File: config.mk
export PLATFORM = sky130hd
export DESIGN_NAME = mem_store_buffer
export DESIGN_NICKNAME = d
export VERILOG_FILES = /design/src/rtl/mem_store_buffer.sv
export SDC_FILE = /design/constraint.sdc
export NUM_CORES = 1
export LEC_CHECK = 0
export BUFFER_PORTS_ARGS = -buffer_cell sky130_fd_sc_hd__buf_4
export CORE_ASPECT_RATIO = 0.8
export CORE_MARGIN = 2
export CORE_UTILIZATION = 35
export DETAILED_ROUTE_END_ITERATION = 10
export SLEW_MARGIN = 20
export SYNTH_ARGS = -nofsm -noshare
export SYNTH_HDL_FRONTEND = slang
export SYNTH_SLANG_ARGS = --single-unit
File: constraint.sdc
create_clock -name clk -period 17.25 [get_ports clk]
set_clock_uncertainty 0.2 [all_clocks]
set_input_delay 1.725 -clock clk [delete_from_list [all_inputs] [get_ports clk]]
set_output_delay 1.725 -clock clk [all_outputs]
set_load 0.02 [all_outputs]
File: src/rtl/mem_store_buffer.sv
// Posted-write store buffer between the MEM stage and data memory: in-order
// retirement, youngest-match load forwarding, full/fence stall generation.
module mem_store_buffer #(
    parameter int unsigned DEPTH  = 4,
    parameter int unsigned ADDR_W = 32,
    parameter int unsigned DATA_W = 32
) (
    input  logic              clk,
    input  logic              rst_n,
    input  logic              MemWriteM,
    input  logic              MemReadM,
    input  logic              FenceM,
    input  logic [ADDR_W-1:0] ALUResultM,
    input  logic [DATA_W-1:0] WriteDataM,
    output logic [DATA_W-1:0] ReadDataM,
    output logic              StallM,
    output logic              BufEmpty,
    output logic              DMWriteEn,
    output logic [ADDR_W-1:0] DMAddr,
    output logic [DATA_W-1:0] DMWriteData,
    input  logic              DMReady,
    input  logic [DATA_W-1:0] DMReadData
);

    localparam int unsigned PTR_W = $clog2(DEPTH);
    localparam int unsigned CNT_W = PTR_W + 1;

    logic [DEPTH-1:0]  valid_q, valid_d;
    logic [ADDR_W-1:0] addr_q [DEPTH];
    logic [DATA_W-1:0] data_q [DEPTH];
    logic [PTR_W-1:0]  head_q, head_d;
    logic [PTR_W-1:0]  tail_q, tail_d;
    logic [CNT_W-1:0]  count_q, count_d;

    logic              empty_c;
    logic              full_c;
    logic              enq_c;
    logic              pop_c;
    logic              fwd_hit_c;
    logic [DATA_W-1:0] fwd_data_c;
    logic [PTR_W-1:0]  scan_idx_c;

    assign empty_c = (count_q == '0);
    assign full_c  = (count_q == CNT_W'(DEPTH));

    // Full stall holds even when a pop frees a slot this cycle; the store retries.
    assign StallM = (full_c && MemWriteM) || (FenceM && !empty_c);
    assign enq_c  = MemWriteM && !StallM && (ALUResultM != '0);
    assign pop_c  = !empty_c && DMReady;

    assign BufEmpty    = empty_c;
    assign DMWriteEn   = !empty_c;
    assign DMAddr      = empty_c ? '0 : addr_q[head_q];
    assign DMWriteData = empty_c ? '0 : data_q[head_q];

    // Scan oldest to youngest so the last hit wins; the popping head still counts.
    always_comb begin
        fwd_hit_c  = 1'b0;
        fwd_data_c = '0;
        scan_idx_c = '0;
        for (int unsigned i = 0; i < DEPTH; i++) begin
            scan_idx_c = head_q + PTR_W'(i);
            if (valid_q[scan_idx_c] && (addr_q[scan_idx_c] == ALUResultM)) begin
                fwd_hit_c  = 1'b1;
                fwd_data_c = data_q[scan_idx_c];
            end
        end
    end

    assign ReadDataM = (MemReadM && !MemWriteM && fwd_hit_c && (ALUResultM != '0))
                       ? fwd_data_c : DMReadData;

    always_comb begin
        valid_d = valid_q;
        head_d  = head_q;
        tail_d  = tail_q;
        count_d = count_q;
        if (pop_c) begin
            valid_d[head_q] = 1'b0;
            head_d          = head_q + PTR_W'(1);
        end
        if (enq_c) begin
            valid_d[tail_q] = 1'b1;
            tail_d          = tail_q + PTR_W'(1);
        end
        if (enq_c && !pop_c) begin
            count_d = count_q + CNT_W'(1);
        end else if (pop_c && !enq_c) begin
            count_d = count_q - CNT_W'(1);
        end
    end

    always_ff @(posedge clk or negedge rst_n) begin
        if (!rst_n) begin
            valid_q <= '0;
            head_q  <= '0;
            tail_q  <= '0;
            count_q <= '0;
            for (int unsigned i = 0; i < DEPTH; i++) begin
                addr_q[i] <= '0;
                data_q[i] <= '0;
            end
        end else begin
            valid_q <= valid_d;
            head_q  <= head_d;
            tail_q  <= tail_d;
            count_q <= count_d;
            if (enq_c) begin
                addr_q[tail_q] <= ALUResultM;
                data_q[tail_q] <= WriteDataM;
            end
        end
    end

endmodule

=== Word-level counts from Yosys, hierarchy flattened ===
Index checks and enable logic that the tools add are counted.

* Add/sub/neg operators: 6
* Magnitude comparators: 13
* Eq/ne operators: 5
* Muxes and demuxes: 55
* Bitwise operators: 8
* Reduce and logical (&&, ||, !) cells: 26

{| class="wikitable"
|+ Operators by type and width
! kind !! count
|-
| 32-bit two-way mux || 24
|-
| 32-bit binary-select mux with 2-bit select || 8
|-
| 128-bit bitwise mux || 2
|-
| 32-bit equality test || 4
|-
| 32-bit demux with 2-bit select || 1
|-
| 32-bit nonzero test || 1
|-
| 1-bit logical AND || 17
|-
| 3-bit >= comparator (second input constant) || 5
|-
| 2-bit by 3-bit < comparator with 1-bit output (second input constant) || 5
|-
| 2-bit NOT with 3-bit output || 5
|-
| 1-bit two-way mux || 10
|-
| 1-bit binary-select mux with 2-bit select || 4
|-
| 4-bit two-way mux || 2
|-
| 3-bit two-way mux || 2
|-
| 1-bit zero test || 5
|-
| 2-bit by 1-bit adder with 2-bit output (second input constant) || 2
|-
| 2-bit adder (second input constant) || 2
|-
| 4-bit bitwise AND || 1
|-
| 1-bit demux with 2-bit select || 2
|-
| 2-bit by 1-bit >= comparator with 1-bit output (second input constant) || 2
|-
| 4-bit NOT || 1
|-
| 4-bit OR || 1
|-
| 3-bit by 1-bit adder with 3-bit output (second input constant) || 1
|-
| 3-bit equality test (second input constant) || 1
|-
| 5 further kinds || 5
|}

* Register bits after elaboration: 267
* Bits of input ports: 102

=== Depth between registers and ports, before layout ===
Gate-level depths: netlist of the first run.

* Depth in word-level cells: 13
* Depth in mapped cells: 20

=== Worst setup path after synthesis of the first run ===
OpenSTA, ideal clock, no wires.

* Path kind: register -> output
* From: register head_q[1]
* To: output ReadDataM[0]
* Arrival time: 4977 ps
* Required time: 15325 ps
* Setup slack: 10348 ps
* Cell stages (with the launch flop): 20
* Buffers on the path: 8
* Cells stage by stage: dfrtp_1 -> buf_2 -> clkinv_1 -> buf_2 -> clkbuf_1 -> clkbuf_1 -> clkbuf_1 -> ha_1 -> buf_2 -> buf_1 -> mux4_2 -> xor2_1 -> nor4_1 -> nand4_1 -> a2111o_1 -> a311oi_2 -> buf_2 -> a221o_1 -> o22ai_1 -> mux2i_1

* Cells in the longest elaborated chain, start to end: 13

{| class="wikitable"
|+ Ends and longest elaborated chain
! what !! RTL line !! text
|-
| start: declaration || 31 || <nowiki>logic [PTR_W-1:0] head_q, head_d;</nowiki>
|-
| start signal: assignment || 96 || <nowiki>head_q <= '0;</nowiki>
|-
| start signal: assignment || 105 || <nowiki>head_q <= head_d;</nowiki>
|-
| 2-bit by 1-bit adder with 2-bit output or 2-bit NOT with 3-bit output (tied branches) || 62, 63, 65 ||
|-
| 2-bit NOT with 3-bit output (implied by the code) or 32-bit binary-select mux with 2-bit select (tied branches) || 63, 65 ||
|-
| 32-bit binary-select mux with 2-bit select or 32-bit two-way mux (tied branches) || 63 || <nowiki>if (valid_q[scan_idx_c] && (addr_q[scan_idx_c] == ALUResultM)) begin</nowiki>
|-
| 32-bit two-way mux (implied by the code) || 63 ||
|-
| 32-bit two-way mux (implied by the code) or 32-bit equality test (tied branches) || 63 ||
|-
| 32-bit equality test or 1-bit logical AND (tied branches) || 63 ||
|-
| 1-bit logical AND or 1-bit two-way mux (tied branches) || 63 ||
|-
| 1-bit two-way mux (3 in series) || 63 ||
|-
| 1-bit logical AND (2 in series) || 70 || <nowiki>assign ReadDataM = (MemReadM && !MemWriteM && fwd_hit_c && (ALUResultM != '0))</nowiki>
|-
| 32-bit two-way mux * || 71 || <nowiki>? fwd_data_c : DMReadData;</nowiki>
|-
| end: declaration || 15 || <nowiki>output logic [DATA_W-1:0] ReadDataM,</nowiki>
|}

Every way passes the cells marked *; elsewhere a longest branch is shown, timed or not. The select of a mux whose other input is x is not followed.

=== Worst setup path in the final report of the first run ===
* From: register head_q[1]
* To: output ReadDataM[5]

Same word-level chain as after synthesis.

==> impl_metrics.toml, run 1 <==
[pwr]
power.share.sequential = 0.240
powerDensity_nw_per_um2 = 239
p_clk_frac = 0.134
totalPowerFinal_uw = 5480
power_switching_uw = 2430
p_comb_frac = 0.626
sw_frac_of_total = 0.444
power_leakage_uw = 0.00947
intPower_uw = 3050
vdd_ir_drop_max_mv = 0.136

[yosys]
synth_area_um2 = 19900
synth_top_flop_cell = "dfrtp_1"
yosysTopAreaCell = "dfrtp_1"
yosys_register_bits = 267
synth_edf_count = 0
ys_types = 72
syn-num-nets = 1854
syn_inst = 1742
postSynthAreaPerCell_um2 = 11.4
synth_common_cells = "mux2_2, dfrtp_1, mux2i_1"
synth_area_leaders = "dfrtp_1, mux2_2, mux4_2"
seq_area_frac_synth = 0.337
yosys_warnings = 0
yosysMostFrequentCell = "mux2_2"
async_reset_ff_frac = 1.00
synth_top_area_share = 0.337

[min_path]
min_path_type = "reg2reg"

[finish]
fill_cells = 5403
layout-drive-gt1-share = 0.408
syn_to_final_growth_pct = 15.4
layout.nets = 1951
antenna_cells = 0

[drt]
drt_wl_total_mm = 62.3
via_per_inst = 5.83
num_vias = 15300
drt_iter0_markers = 1396
ant_nets = 0
wl_per_cell_um = 23.7
drc = 0
dr.pass1.iters = 6

[global_routing]
antenna_found_initial = 0
grt_pass1_vias = 15100
grt_usage = 0.211
grt_pass1_wl_mm = 95.9
gr-total-overflow = 0
grt_max_degree = 166

[cts]
h-tree-depth = 2
cts_buffers = 35
ctsResizeCount = 0
clock-root-buffer = "clkbuf_16"
post_cts_buffers = 0
clockBufferDepth = 3
postCtsHoldBufs = 0
clock_latency_ns = 0.56
cts.clk_slew.worst_paths_ns = 0.06
cts_tree = "yes"
cts.sinks = 267

[sta]
fin_setup_tns_ns = 0
relSlewSlack = 0.301
worst_pin_slew_ns = 1.04
drv_slew = 0
timing.fmax_mhz = 96.3
rsz0062_at_grt = "false"
finalHoldViolations = 0
finalCritPeriodShare = 0.602
min_period_ns = 10.39
report.final.setup_viol = 0
holdWs_ns = 0.266

[setup_path]
crit_chain = "clkinv_2 -> ha_4 -> buf_4 -> buf_4 -> mux2i_1 -> xor2_1 -> and3_1 -> a31oi_1 -> a2111o_1 -> o32ai_4 -> buf_4 -> o31a_2 -> buf_4 -> o221ai_1 -> o21ai_1 -> buf_4"
crit_top_cell = "buf_4"
cp_data_arrival_time_ns = 8.46
crit_family = "buffers and inverters"
crit_path_start_kind = "flip-flop"
cp.buffers_inverters = 6
path_class = "reg2out"
cp.required_ns = 15.32
worstPathMaxFanout = 66
cp_slowest_cell = "ha_4"
critPathCaptureType = "output pin"
slowest_delay_ns = 1.09

[floorplan]
core_area_um2 = 56400
die_x_um = 270
die_height_um = 217
die_area_um2 = 58700
rows = 78
initial_core_util = 0.352
boundaryPins = 201

[placement]
place_hpwl_mm = 42.1
place.gp.congestion = 0.922
io_buffers = 200

[job]
drv_cap = 0

[outcome]
status = "finished clean"
layout by cell type, fill, tap and decap left out, types with 3 or more instances in the layout:
cell type and count:
a221oi_1 3, mux4_2 127, and2_1 8, clkbuf_16 36, o22ai_1 36, clkbuf_8 5, ha_1 8, nand4_1 17
a2111oi_0 3, o32ai_1 3, clkinv_2 7, mux2_2 303, clkbuf_1 10, o221ai_1 5, nand2_1 98, nor4_1 19
nand2_4 4, buf_12 3, or4_1 6, a2bb2oi_1 4, xnor2_1 66, nand3_1 12, buf_4 218, o21ai_0 67
mux2i_1 143, a22oi_1 3, a21oi_1 39, a211oi_1 8, nor3_1 3, xor2_1 44, mux2i_4 3, a221o_1 32
nor3_2 31, nor2_1 119, dfrtp_1 265, inv_1 41, o211ai_1 3
path summary, 6_finish.rpt:
kind	startpoint	to	slack, ns	cells past startpoint
hold / removal	count_q[2]	count_q[2]	0.27	1
setup / recovery	head_q[1]	ReadDataM[5]	6.86	16
hold reg to reg	count_q[2]	count_q[2]	0.27	1
max in group asynchronous	rst_n	head_q[0]	14.34	2
min in group asynchronous	rst_n	data_q[73]	1.02	1
setup reg to reg	head_q[1]	head_q[1]	12.02	5
layout make-up:
type	count	area [um2]	share of cell area
Tap cell	760	951	0.0415
Timing Repair Buffer	222	1710	0.0747
Sequential cell	267	6690	0.292
Clock buffer	51	1010	0.0440
Inverter	45	170	0.00743
Multi-Input combinational cell	1268	12300	0.535
Clock inverter	12	130	0.00568
through the flow:
step	instances	cell area, um2	worst slack [ns]	util
6_report	2625	22900	6.86	0.406
5_1_grt	2625	22900	6.38	0.406
4_1_cts	2624	22900	6.80	0.406
3_5_place_dp	2561	21800	7.44	0.386
3_3_place_gp	2561	21800	7.59	0.386
2_1_floorplan	1742	19900	10.35	-
power by group through the flow:
stage | clock network, uW | logic (uW) | registers [uW]
after floorplan | 0 | 2600 | 1160
after global placement | 0 | 3340 | 1300
after detailed placement | 0 | 3390 | 1330
after CTS | 749 | 3410 | 1320
after global routing | 772 | 3670 | 1370
final | 733 | 3430 | 1320
per-layer routing:
layer  share of wire  up-vias  global-route usage
met4           0.025        0              0.0584
met5               0        -                   0
met3           0.060       98              0.0340
met2            0.46      555               0.331
li1                -     6744                   -
met1            0.45     7912               0.301
state kept, by name, indices dropped and copies added, names as in the netlist:
signal and flops:
valid_q 4, count_q 3, data_q 128, tail_q 2, addr_q 128, head_q 2
cell families after synthesis:
| logic type | Yosys count | synth area share |
|---|---|---|
| xor gates and xnor gates | 110 | 0.0485 |
| adders and majority gates | 10 | 0.00668 |
| AOI/OAI and AO/OA | 233 | 0.0806 |
| and+or+nand+nor | 335 | 0.0834 |
| buffers and inverters | 207 | 0.0500 |
| muxes | 580 | 0.394 |
| DFF | 267 | 0.337 |
Power figures use the tool's default switching activity.
==> run 2: changes to the inputs <==
Clock period 17.25 ns to 9.4 ns, I/O delays scaled along.
==> run 2 against run 1 <==
Die area is the same. Wire length shrank 0.65%. Clock-buffer cell count shrank 13. Sequential cell count is the same. Sequential share of layout area grew 0.078 points. Core utilization shrank 0.11 points. Combinational power grew 83%. Power grew 82%. Non-clock buffer count shrank 1.
==> impl_metrics.toml, run 2 (synthesis gave the netlist of run 1 again) <==
[outcome]
status = "finished clean"

[sta]
finalHoldViolations = 0
min_period_ns = 8.18
worst_pin_slew_ns = 1.03
drv_slew = 0
fin_ws_ns = 1.22
timing.fmax_mhz = 122
relSlewSlack = 0.313
report.final.setup_viol = 0
rsz0062_at_grt = "false"
finalCritPeriodShare = 0.870
fin_setup_tns_ns = 0

[placement]
dp.cells = 2561
place_hpwl_mm = 41.0
place.gp.congestion = 0.931
io_buffers = 200
post-place-ws_ns = 1.66

[setup_path]
slowest_delay_ns = 0.98
critPathCaptureType = "output pin"
cp.required_ns = 8.26
crit_chain = "inv_1 -> ha_4 -> buf_4 -> mux4_2 -> xor2_1 -> nor4_1 -> nand4_1 -> a2111o_1 -> a311oi_4 -> buf_4 -> a221o_1 -> o22ai_1 -> mux2i_1 -> buf_4"
crit_top_cell = "buf_4"
worstPathMaxFanout = 54
crit_path_start_kind = "flip-flop"
path_class = "reg2out"
cp_slowest_cell = "ha_4"
cp_data_arrival_time_ns = 7.04

[cts]
postCtsHoldBufs = 0
post_cts_buffers = 0
cts.sinks = 267
clock_latency_ns = 0.59
cts.clk_slew.worst_paths_ns = 0.07
clockBufferDepth = 3
clock-root-buffer = "clkbuf_16"
cts_buffers = 31
h-tree-depth = 1
cts_tree = "yes"
ctsResizeCount = 0

[finish]
final_cell_mix = "mux2_2, dfrtp_1, buf_4, mux2i_1, mux4_2"
fill_cells = 5522
top_regs = "addr_q x128, data_q x128, valid_q x4"
layout.nets = 1946
layout-drive-gt1-share = 0.410
layout.cells.most_common = "mux2_2"
fin_util = 0.405
syn_to_final_growth_pct = 15.1
layout.cells.non_filler = 2618
antenna_cells = 0

[floorplan]
initial_core_util = 0.352
die_height_um = 217
die_area_um2 = 58700
die_x_um = 270
core_area_um2 = 56400
rows = 78
boundaryPins = 201

[min_path]
min_path_type = "in2async"

[global_routing]
grt_pass1_vias = 15400
gr-total-overflow = 0
grt_usage = 0.207
antenna_found_initial = 1
grt_max_degree = 149
grt_pass1_wl_mm = 95.1

[drt]
drt_wl_total_mm = 61.9
drt_iter0_markers = 1423
ant_nets = 0
drc = 0
dr.pass1.iters = 7
num_vias = 15300
wl_per_cell_um = 23.6
via_per_inst = 5.85

[job]
drv_cap = 0

[pwr]
powerDensity_nw_per_um2 = 437
vdd_ir_drop_max_mv = 0.429
power_leakage_uw = 0.00945
## run 2: cell count changes in the layout (fill, tap and decap cells not counted), sizes merged
| cell | delta |
|---|---|
| clkinv | +2 |
| bufinv | +3 |
| inv | +2 |
| clkbuf | -13 |
| buf | -1 |
## run 2: routing by layer
| layer | GRT usage | vias up | share of wire |
|---|---|---|---|
| li1 | - | 6726 | - |
| met1 | 0.289 | 7914 | 0.44 |
| met2 | 0.332 | 565 | 0.47 |
| met3 | 0.0378 | 106 | 0.069 |
| met4 | 0.0530 | 2 | 0.025 |
| met5 | 0 | - | 0.00013 |
## run 2: metrics by stage
stage	total power, uW	instance area, um2	hold slack [ns]
final	9990	22900	0.196
after global routing	10600	22900	0.265
after CTS	9980	22800	0.262
after detailed placement	8630	21800	0.258
after global placement	8490	21800	0.259
after floorplan	6890	19900	0.235
## run 2: report_power, final
group | switching, uW | internal, uW
registers | 694 | 1730
logic | 3220 | 3050
clock network | 514 | 780
total | 4430 | 5570
## run 2: worst paths after layout
check                      startpoint             to  slack (ns)  depth (start not counted)
max                         head_q[0]  ReadDataM[30]        1.22                         14
min                             rst_n    data_q[105]        0.20                          1
max reg2reg                count_q[0]     addr_q[25]        4.72                          8
min reg2reg                count_q[2]     count_q[2]        0.27                          1
max in group asynchronous       rst_n    addr_q[109]        7.43                          2
min in group clk           count_q[2]     count_q[2]        0.27                          1
## run 2: critical path: cells and delay by family (launching register included)
kind | cells | cell delay, ns
buffers and inverters | 4 | 1.47
AOI/OAI and AO/OA | 4 | 1.46
adders and majority gates | 1 | 0.98
and+or+nand+nor | 2 | 0.92
DFF | 1 | 0.75
muxes | 2 | 0.63
xor gates and xnor gates | 1 | 0.15
## run 2: final cells by class
| type | instances | area [um2] | share of cell area |
|---|---|---|---|
| clock buffers | 38 | 852 | 0.0373 |
| clock inverters | 19 | 236 | 0.0103 |
| inverters | 45 | 170 | 0.00745 |
| multi-input cells | 1268 | 12300 | 0.537 |
| flip-flops and latches | 267 | 6690 | 0.293 |
| well taps | 760 | 951 | 0.0416 |
| repair buffers | 221 | 1690 | 0.0740 |
==> run 3: changes to the inputs <==
Settings changed: CORE_UTILIZATION 35 to 55, PLACE_DENSITY set to 0.78.
==> run 3 against run 2 <==
Hold slack got worse by 0.013 ns. First-iteration DRC count increased by 13%. Die area decreased by 36%. Sequential power decreased by 3%. Sequential share of layout area increased by 0.63 points. Cell count decreased by 11%. Global-route usage increased by 10 points. Register-to-register slack improved by 0.96 ns. Clock power decreased by 9%. Core utilization increased by 22 points. Critical path type unchanged. Largest power group unchanged.
==> impl_metrics.toml, run 3 (synthesis gave the netlist of run 1 again) <==
[outcome]
status = "finished clean"

[setup_path]
cp_slowest_cell = "ha_4"
worstPathMaxFanout = 71
path_class = "reg2out"
critPathCaptureType = "output pin"
crit_family = "simple AND/OR/NAND/NOR gates"
crit_path_start_kind = "flip-flop"
slowest_delay_ns = 1.20
cp.required_ns = 8.26
cp.buffers_inverters = 3
cp_data_arrival_time_ns = 6.50
crit_chain = "clkinv_2 -> ha_4 -> mux4_2 -> xor2_1 -> nor4_1 -> o2111ai_1 -> nor4_1 -> and4_1 -> o31a_2 -> buf_4 -> mux2i_1 -> buf_4"

[floorplan]
initial_core_util = 0.555
die_x_um = 216
boundaryPins = 201
die_area_um2 = 37600
die_height_um = 174
rows = 62
core_area_um2 = 35800

[sta]
drv_slew = 0
relSlewSlack = 0.278
finalCritPeriodShare = 0.813
min_period_ns = 7.64
fin_ws_ns = 1.76
timing.fmax_mhz = 131
worst_pin_slew_ns = 1.08
report.final.setup_viol = 0
fin_setup_tns_ns = 0
rsz0062_at_grt = "false"
finalHoldViolations = 0

[min_path]
min_path_type = "in2async"

[cts]
post_cts_buffers = 0
clock_latency_ns = 0.58
cts_tree = "yes"
cts_buffers = 29
ctsResizeCount = 0
h-tree-depth = 1
cts.sinks = 267
postCtsHoldBufs = 0
clockBufferDepth = 3
cts.clk_slew.worst_paths_ns = 0.06
clock-root-buffer = "clkbuf_16"

[global_routing]
grt_pass1_vias = 15700
grt_max_degree = 148
grt_usage = 0.310
grt_pass1_wl_mm = 91.3
gr-total-overflow = 0
antenna_found_initial = 2

[drt]
drt_wl_total_mm = 58.4
wl_per_cell_um = 25.0
num_vias = 15700
ant_nets = 0
via_per_inst = 6.72
drt_iter0_markers = 1606
dr.pass1.iters = 6
drc = 0

[placement]
post-place-ws_ns = 2.51
place.gp.congestion = 1.01
io_buffers = 200
placed_area_um2 = 21400
place_hpwl_mm = 38.4

[finish]
fill_cells = 2768
multi_input_area_um2 = 12300
fin_util = 0.626
ff_latch_area_um2 = 6690
syn_to_final_growth_pct = 12.7
top_regs = "addr_q x128, data_q x128, valid_q x4"
layout.nets = 1945
finalInstanceArea_um2 = 22400
layout.cells.most_common = "mux2_2"
layout-drive-gt1-share = 0.406
final_cell_mix = "mux2_2, dfrtp_1, buf_4, mux2i_1, mux4_2"

[pwr]
powerDensity_nw_per_um2 = 442
totalPowerFinal_uw = 9890
power_leakage_uw = 0.00937
vdd_ir_drop_max_mv = 0.298

[job]
drv_cap = 0
[run 3: per-stage QoR]
stage | instances | hold slack, ns
floorplan | 1742 | 0.235
global placement | 2282 | 0.252
detailed placement | 2282 | 0.253
CTS | 2335 | 0.256
global route | 2336 | 0.271
finish | 2336 | 0.183
[run 3: routing by layer]
layer,global-route usage,wire length [um]
met4,0.112,2200
met1,0.443,23800
met5,0.0115,69
met3,0.0728,6120
met2,0.463,26200
[run 3: final cells by class]
class | instances | area share
clock inverter | 11 | 0.00587
inverter | 45 | 0.00761
sequential | 267 | 0.299
timing repair buffer | 222 | 0.0756
tap | 480 | 0.0268
clock buffer | 42 | 0.0373
antenna | 1 | 0.000112
multi-input combinational | 1268 | 0.548
[run 3: final timing paths]
check	from	endpoint	slack [ns]	depth (start not counted)
min reg2reg	count_q[2]	count_q[2]	0.27	1
min in group clk	count_q[2]	count_q[2]	0.27	1
max reg2reg	count_q[0]	addr_q[79]	5.68	7
min	rst_n	addr_q[45]	0.18	1
max	head_q[1]	ReadDataM[15]	1.76	12
max in group asynchronous	rst_n	addr_q[61]	7.35	2
[run 3: power breakdown]
part           internal, uW  leakage, uW  switching (uW)
Sequential             1730      0.00322             625
Clock                   673     0.000467             497
Combinational          3060      0.00569            3300
Total                  5470      0.00937            4420
